**config.mk**
```make
export PLATFORM = sky130hd
export DESIGN_NAME = mem_port_arbiter
export DESIGN_NICKNAME = d
export VERILOG_FILES = /design/src/rtl/mem_port_arbiter.sv
export SDC_FILE = /design/constraint.sdc
export NUM_CORES = 1
export LEC_CHECK = 0
export ABC_CLOCK_PERIOD_IN_PS = 1800
export CAP_MARGIN = 10
export CORE_AREA = 5 5 128 130
export DETAILED_ROUTE_END_ITERATION = 16
export DIE_AREA = 0 0 133 135
export SLEW_MARGIN = 20
export SYNTH_ARGS = -nofsm -noshare
export SYNTH_HDL_FRONTEND = slang
export SYNTH_SLANG_ARGS = --single-unit
```
**constraint.sdc**
```tcl
create_clock -name clk_i -period 1.8 [get_ports clk_i]
set_input_delay 0.36 -clock clk_i [delete_from_list [all_inputs] [get_ports clk_i]]
set_output_delay 0.36 -clock clk_i [all_outputs]
set_load 0.1 [all_outputs]
```
**src/rtl/mem_port_arbiter.sv**
```systemverilog
// Fixed-priority (dbg > ls > if) arbiter for one single-ported memory with 1-cycle read latency.
// Grants are combinational; read responses are routed back one cycle later by a registered owner tag.
module mem_port_arbiter #(
  parameter int XLEN         = 32,
  parameter int ADDR_W       = 32,
  parameter int STARVE_LIMIT = 4
) (
  input  logic                clk_i,
  input  logic                rst_i,

  input  logic                if_req_i,
  input  logic [ADDR_W-1:0]   if_addr_i,
  output logic                if_gnt_o,
  output logic                if_rvalid_o,
  output logic [XLEN-1:0]     if_rdata_o,

  input  logic                ls_req_i,
  input  logic                ls_we_i,
  input  logic [ADDR_W-1:0]   ls_addr_i,
  input  logic [XLEN-1:0]     ls_wdata_i,
  input  logic [XLEN/8-1:0]   ls_wstrb_i,
  output logic                ls_gnt_o,
  output logic                ls_rvalid_o,
  output logic [XLEN-1:0]     ls_rdata_o,

  input  logic                dbg_req_i,
  input  logic [ADDR_W-1:0]   dbg_addr_i,
  output logic                dbg_gnt_o,
  output logic                dbg_rvalid_o,
  output logic [XLEN-1:0]     dbg_rdata_o,

  output logic                mem_req_o,
  output logic                mem_we_o,
  output logic [ADDR_W-1:0]   mem_addr_o,
  output logic [XLEN-1:0]     mem_wdata_o,
  output logic [XLEN/8-1:0]   mem_wstrb_o,
  input  logic [XLEN-1:0]     mem_rdata_i
);

  localparam int SW = $clog2(STARVE_LIMIT + 1);
  localparam logic [SW-1:0] STARVE_MAX = SW'(STARVE_LIMIT);

  typedef enum logic [1:0] {
    OWN_NONE,
    OWN_IF,
    OWN_LS,
    OWN_DBG
  } owner_e;

  owner_e        rd_owner_q;
  logic [SW-1:0] starve_q;
  logic          force_if;

  assign force_if = if_req_i && (starve_q == STARVE_MAX);

  // A saturated fetch counter overrides even the debug port.
  always_comb begin
    if_gnt_o  = 1'b0;
    ls_gnt_o  = 1'b0;
    dbg_gnt_o = 1'b0;
    if (!rst_i) begin
      if (force_if)       if_gnt_o  = 1'b1;
      else if (dbg_req_i) dbg_gnt_o = 1'b1;
      else if (ls_req_i)  ls_gnt_o  = 1'b1;
      else if (if_req_i)  if_gnt_o  = 1'b1;
    end
  end

  always_comb begin
    mem_req_o   = if_gnt_o | ls_gnt_o | dbg_gnt_o;
    mem_we_o    = 1'b0;
    mem_addr_o  = '0;
    mem_wdata_o = '0;
    mem_wstrb_o = '0;
    if (if_gnt_o) begin
      mem_addr_o  = if_addr_i;
    end else if (ls_gnt_o) begin
      mem_we_o    = ls_we_i;
      mem_addr_o  = ls_addr_i;
      mem_wdata_o = ls_wdata_i;
      mem_wstrb_o = ls_wstrb_i;
    end else if (dbg_gnt_o) begin
      mem_addr_o  = dbg_addr_i;
    end
  end

  always_ff @(posedge clk_i) begin
    if (rst_i) begin
      rd_owner_q <= OWN_NONE;
      starve_q   <= '0;
    end else begin
      if (dbg_gnt_o)                 rd_owner_q <= OWN_DBG;
      else if (ls_gnt_o && !ls_we_i) rd_owner_q <= OWN_LS;
      else if (if_gnt_o)             rd_owner_q <= OWN_IF;
      else                           rd_owner_q <= OWN_NONE;

      if (if_req_i && !if_gnt_o) begin
        if (starve_q != STARVE_MAX) starve_q <= starve_q + SW'(1);
      end else begin
        starve_q <= '0;
      end
    end
  end

  // Gating by reset drops a response owed to a read granted just before reset.
  assign if_rvalid_o  = !rst_i && (rd_owner_q == OWN_IF);
  assign ls_rvalid_o  = !rst_i && (rd_owner_q == OWN_LS);
  assign dbg_rvalid_o = !rst_i && (rd_owner_q == OWN_DBG);

  assign if_rdata_o  = mem_rdata_i;
  assign ls_rdata_o  = mem_rdata_i;
  assign dbg_rdata_o = mem_rdata_i;

endmodule

```
* After elaboration in Yosys (flattened, before gate mapping)
Index checks and enable logic that the tools add are counted.
** Word-level totals
- Word-level logic and storage cells :: 45
- Output and inout bits :: 172
- Register bits :: 5
** Operators by class
- Add/sub/neg operators :: 1
- Eq/ne operators :: 5
- Reduce and logical (&&, ||, !) cells :: 10
- Bitwise operators :: 3
- Multiplexer cells :: 24
** Operator list (number)
- $mux 32 :: 5
- $mux 1 :: 15
- $mux 4 :: 2
- $logic_and 1x1->1 :: 6
- $eq 2x2->1 const B :: 2
- $mux 2 :: 2
- $add 3x1->3 const B :: 1
- $eq 3x3->1 const B :: 1
- $logic_not 1->1 :: 3
- $ne 3x3->1 const B :: 1
- $eq 2x1->1 const B :: 1
- $or 1x1->1 :: 2
- $reduce_or 2->1 :: 1
- $not 1->1 :: 1

* Depth between registers and ports, before layout
- Depth after elaboration :: 9
- Gate-level depth with buffers :: 7

* Worst setup path after synthesis
Ideal clock, no wire load.
- Path type :: register -> register
- Start :: register starve_q[0]
- End :: register rd_owner_q[0]
- Stages on the path, launching flop included :: 6
- Data required time :: 1729 ps
- Path slack :: -1647 ps
- Arrival :: 3376 ps
- Buffers on the path :: 0
- Clock period less this slack :: 3447 ps
- Library setup time :: 71 ps
- Cell sequence :: dfxtp_1 > inv_1 > ha_1 > and3_1 > nor3b_1 > or2_2
** RTL lines
- start, declared :: RTL line 51 : logic [SW-1:0] starve_q;
- start signal, assigned :: RTL line 98 : if (starve_q != STARVE_MAX) starve_q <= starve_q + SW'(1);
- $eq 3x3->1 :: RTL line 54 : assign force_if = if_req_i && (starve_q == STARVE_MAX);
- $logic_and 1x1->1 :: RTL line 54
- $mux 1 :: RTL line 62 : if (force_if) if_gnt_o = 1'b1;
- $mux 1 :: RTL line 61 : if (!rst_i) begin
- named net dbg_gnt_o :: RTL line 28 : output logic dbg_gnt_o,
- $mux 2 :: RTL line 92 : if (dbg_gnt_o) rd_owner_q <= OWN_DBG;
- end signal, assigned :: RTL line 92
- end signal, assigned :: RTL line 93 : else if (ls_gnt_o && !ls_we_i) rd_owner_q <= OWN_LS;
- end signal, assigned :: RTL line 94 : else if (if_gnt_o) rd_owner_q <= OWN_IF;
- end, declared :: RTL line 50 : owner_e rd_owner_q;
The timed path passes the listed nets, and every way through them passes these cells.
A chain may end at the register's enable or synchronous reset.

* Worst setup path in the final report
- Start :: register starve_q[0]
- End :: output mem_addr_o[12]
** Between the ends
- Cells in the longest elaborated chain, start to end :: 7
** Ends and longest elaborated chain
- $eq 3x3->1 * :: RTL line 54
- $logic_and 1x1->1 * :: RTL line 54
- $mux 1 :: RTL line 62
- $mux 1 :: RTL line 61
- $mux 32 :: RTL line 82 : end else if (dbg_gnt_o) begin
- $mux 32 :: RTL line 77 : end else if (ls_gnt_o) begin
- $mux 32 * :: RTL line 75 : if (if_gnt_o) begin
- end, declared :: RTL line 34 : output logic [ADDR_W-1:0] mem_addr_o,
Every way passes the cells marked *; elsewhere a longest branch is shown, timed or not.

==> summary.md <==
| Metric | Value |
|---|---|
| Initial antenna violation count | 0 |
| Post-DR vias/cell | 4.02 |
| Setup ws final | -378 ps |
| CP max-delay cell | dfxtp_2 |
| Post-DP HPWL | 9240 um |
| Required @ worst endpoint | 1440 ps |
| CTS Buffer Depth | 2 |
| Ys Warns | 0 |
| DIE AREA | 18,000 um^2 |
| Wirelength per Cell | 18.2 um |
| Clk_skew | 2.25 ps |
| Via count | 2,583 |
| Insertion delay to the later sink of the worst-skew pair | 230 ps |
| Count of cell types in the netlist | 24 |
| Finish-stage setup viols | 72 |
| Buf+Inv Stages, Crit Path | 5 |
| CTS tree | done |
| Clock H-tree levels | 1 |
| DRT iter0 DRCs | 59 |
| Crit share post-route | 121% |
| Top post-synthesis cells by area | buf_4 35%, a22o_1 13%, nand2_1 12% |
| CP Max Fanout | 8 |
| Die Wd | 133 um |
| Asr flop ratio synth | 0% |
| Static Leak | 0.00226 uW |
| Type of origin of the critical path | register |
| Total GRT Usage | 12.2% |
| Worst hold slack | 504 ps |
| Status | complete, but fails checks |
| CP endpoint kind | output pin |
| Failing checks | setup timing |
| Post-CTS Hold Fix Bufs | 0 |
| Core area | 15,000 um^2 |
| Port buffer count | 213 |
| Primary FF master, synth | dfxtp_1 |
| Cell area after synthesis | 2080 um^2 |
| Seq/Total Area, Yosys | 4.82% |
| Hold path start | starve_q[0]$_SDFFE_PP0P_ |
| Max-cap violation count | 0 |
| Vias in the first global route | 2,888 |
| Chip height | 135 um |
| Final WL | 11,700 um |
| Crit path max-delay family | buffers and inverters |
| Critical Path Max Stage Delay | 320 ps |
| Post-synth top area share | 35.1% |
| # IOs | 342 |
| Maximum clock frequency | 0.459 GHz |
| Yosys reg bits | 5 |
| Commonest non-fill, non-tap cell in the layout | clkdlybuf4s50_1 |
| Initial Util | 13.8% |
| Crit Path Category | register to output pin |
| Fin crit period | 2180 ps |
| DR DRC count | 0 |
| Peak supply drop | 0.263 mV |
| Hold Crit Class | register to register |
| Slew Viols, Final | 0 |
| Root buffer cell | clkbuf_16 |
| RR Startpoint | starve_q[0]$_SDFFE_PP0P_ |
| Global-route wire length before repair | 16,800 um |
| Layout cells sized above 1 | 45.2% |
| Most frequent cells in the layout | 133 x clkdlybuf4s50_1, 80 x buf_12, 65 x nand2_1, 37 x and2_4 |
| Row Count | 45 |
| Clk slew on worst S/H paths | 30 ps |
| Syn Nets | 489 |
| Largest net degree at the start of global routing | 39 |
| Power Density | 407 nW/um^2 |
| Antenna Nets Post-Route | 0 |
| Routability Congestion | 0.744 |
| RSZ-0062 raised after global routing | yes |
| Slew @ Worst Pin | 351 ps |
| Dpl ws | -721 ps |
| Mean area per synthesized cell | 6.55 um^2 |
| Grt ovf | 0 |
| Synth area leader | buf_4 |
| Antenna diodes | 0 |
| Critical Path, Cell by Cell | inv_2, ha_4, buf_6, a2bb2oi_4, nor3b_4, buf_6, buf_12, a22o_4, buf_12 |
| Layout area overhead | 159% |
| Crit. Startpoint | starve_q[0]$_SDFFE_PP0P_ |
| Final count of hold timing violations | 0 |
| CTS buffer count | 3 |
| Sink Count | 5 |
| Layout Nets | 627 |
| Relative slew slack | 76.4% |
| EDFF count, synth | 0 |
| Crit path DAT | 1820 ps |
| DRT Pass-1 Iters | 3 |
| Mapped Cells | 317 |
## layer usage
layer,GRT usage [%],routed length (um)
met5,0,0
met4,5.08,424
met3,4.62,1260
met2,23.6,6110
met1,11.5,3880
## synthesized netlist by cell type (2+ instances only)
master,instances
dfxtp_1,5
ha_1,2
nand2_1,65
buf_4,97
buf_2,10
buf_6,6
and2_1,37
nor3_1,3
o21ai_0,32
nor2_1,5
buf_1,2
clkbuf_1,4
inv_1,4
nor3b_1,3
a21oi_1,2
a22o_1,32
## area by class of cell
class	count	area, um^2
multi-input combinational	189	1560
inverter	4	15.0
tap	188	235
sequential	5	103
fill	1490	9660
clock buffer	4	78.8
timing repair buffer	252	3380
## registers in the layout, summed over array words and instances, names as in the netlist
register    flops
rd_owner_q      2
starve_q        3
## power by group
group          switching, uW  leakage [uW]  internal (uW)
Sequential              3.57     0.0000420            117
Combinational            911       0.00218            794
Clock                   68.6     0.0000382            293
Total                    983       0.00226           1200
## path summary, 6_finish.rpt
check        depth (start not counted)                        to  slack, ps
min                                  2  starve_q[0]$_SDFFE_PP0P_        500
min reg2reg                          2  starve_q[0]$_SDFFE_PP0P_        500
max                                  9            mem_addr_o[12]       -380
max reg2reg                          8  rd_owner_q[0]$_SDFF_PP0_        270
## logic make-up after synthesis
| logic type | count (synthesis) | share of synthesized area [%] |
|---|---|---|
| adder cells (fa/ha/maj) | 2 | 1.20 |
| flip-flops | 5 | 4.82 |
| AND/OR/NAND/NOR | 119 | 28.6 |
| AO/OA/AOI/OAI | 68 | 22.8 |
| buffers and inverters | 123 | 42.5 |
## through the flow
step | total power, uW | cell area (um^2) | setup TNS, ps | utilization [%] | std cells
after detailed placement | 1760 | 4970 | -44690 | 33.0 | 624
final | 2190 | 5370 | -25040 | 35.7 | 642
after CTS | 2210 | 5320 | -26630 | 35.4 | 638
after floorplan | 2000 | 2460 | -19180 | - | 317
after global placement | 1750 | 4970 | -41970 | 33.0 | 624
after global routing | 2270 | 5370 | -29750 | 35.7 | 642
## what timing repair did
action,4_1_cts,5_1_grt
setup buffers,6,4
gates cloned,5,1
endpoints found under the setup margin,76,73
resized for setup,30,7
pin swaps,14,26
## tightest hold or removal path: stages, from the launching register on
cell and delay [ps]:
dfxtp_2 320, buf_4 110, nor2_1 30
(Power assumes the default switching activity.)
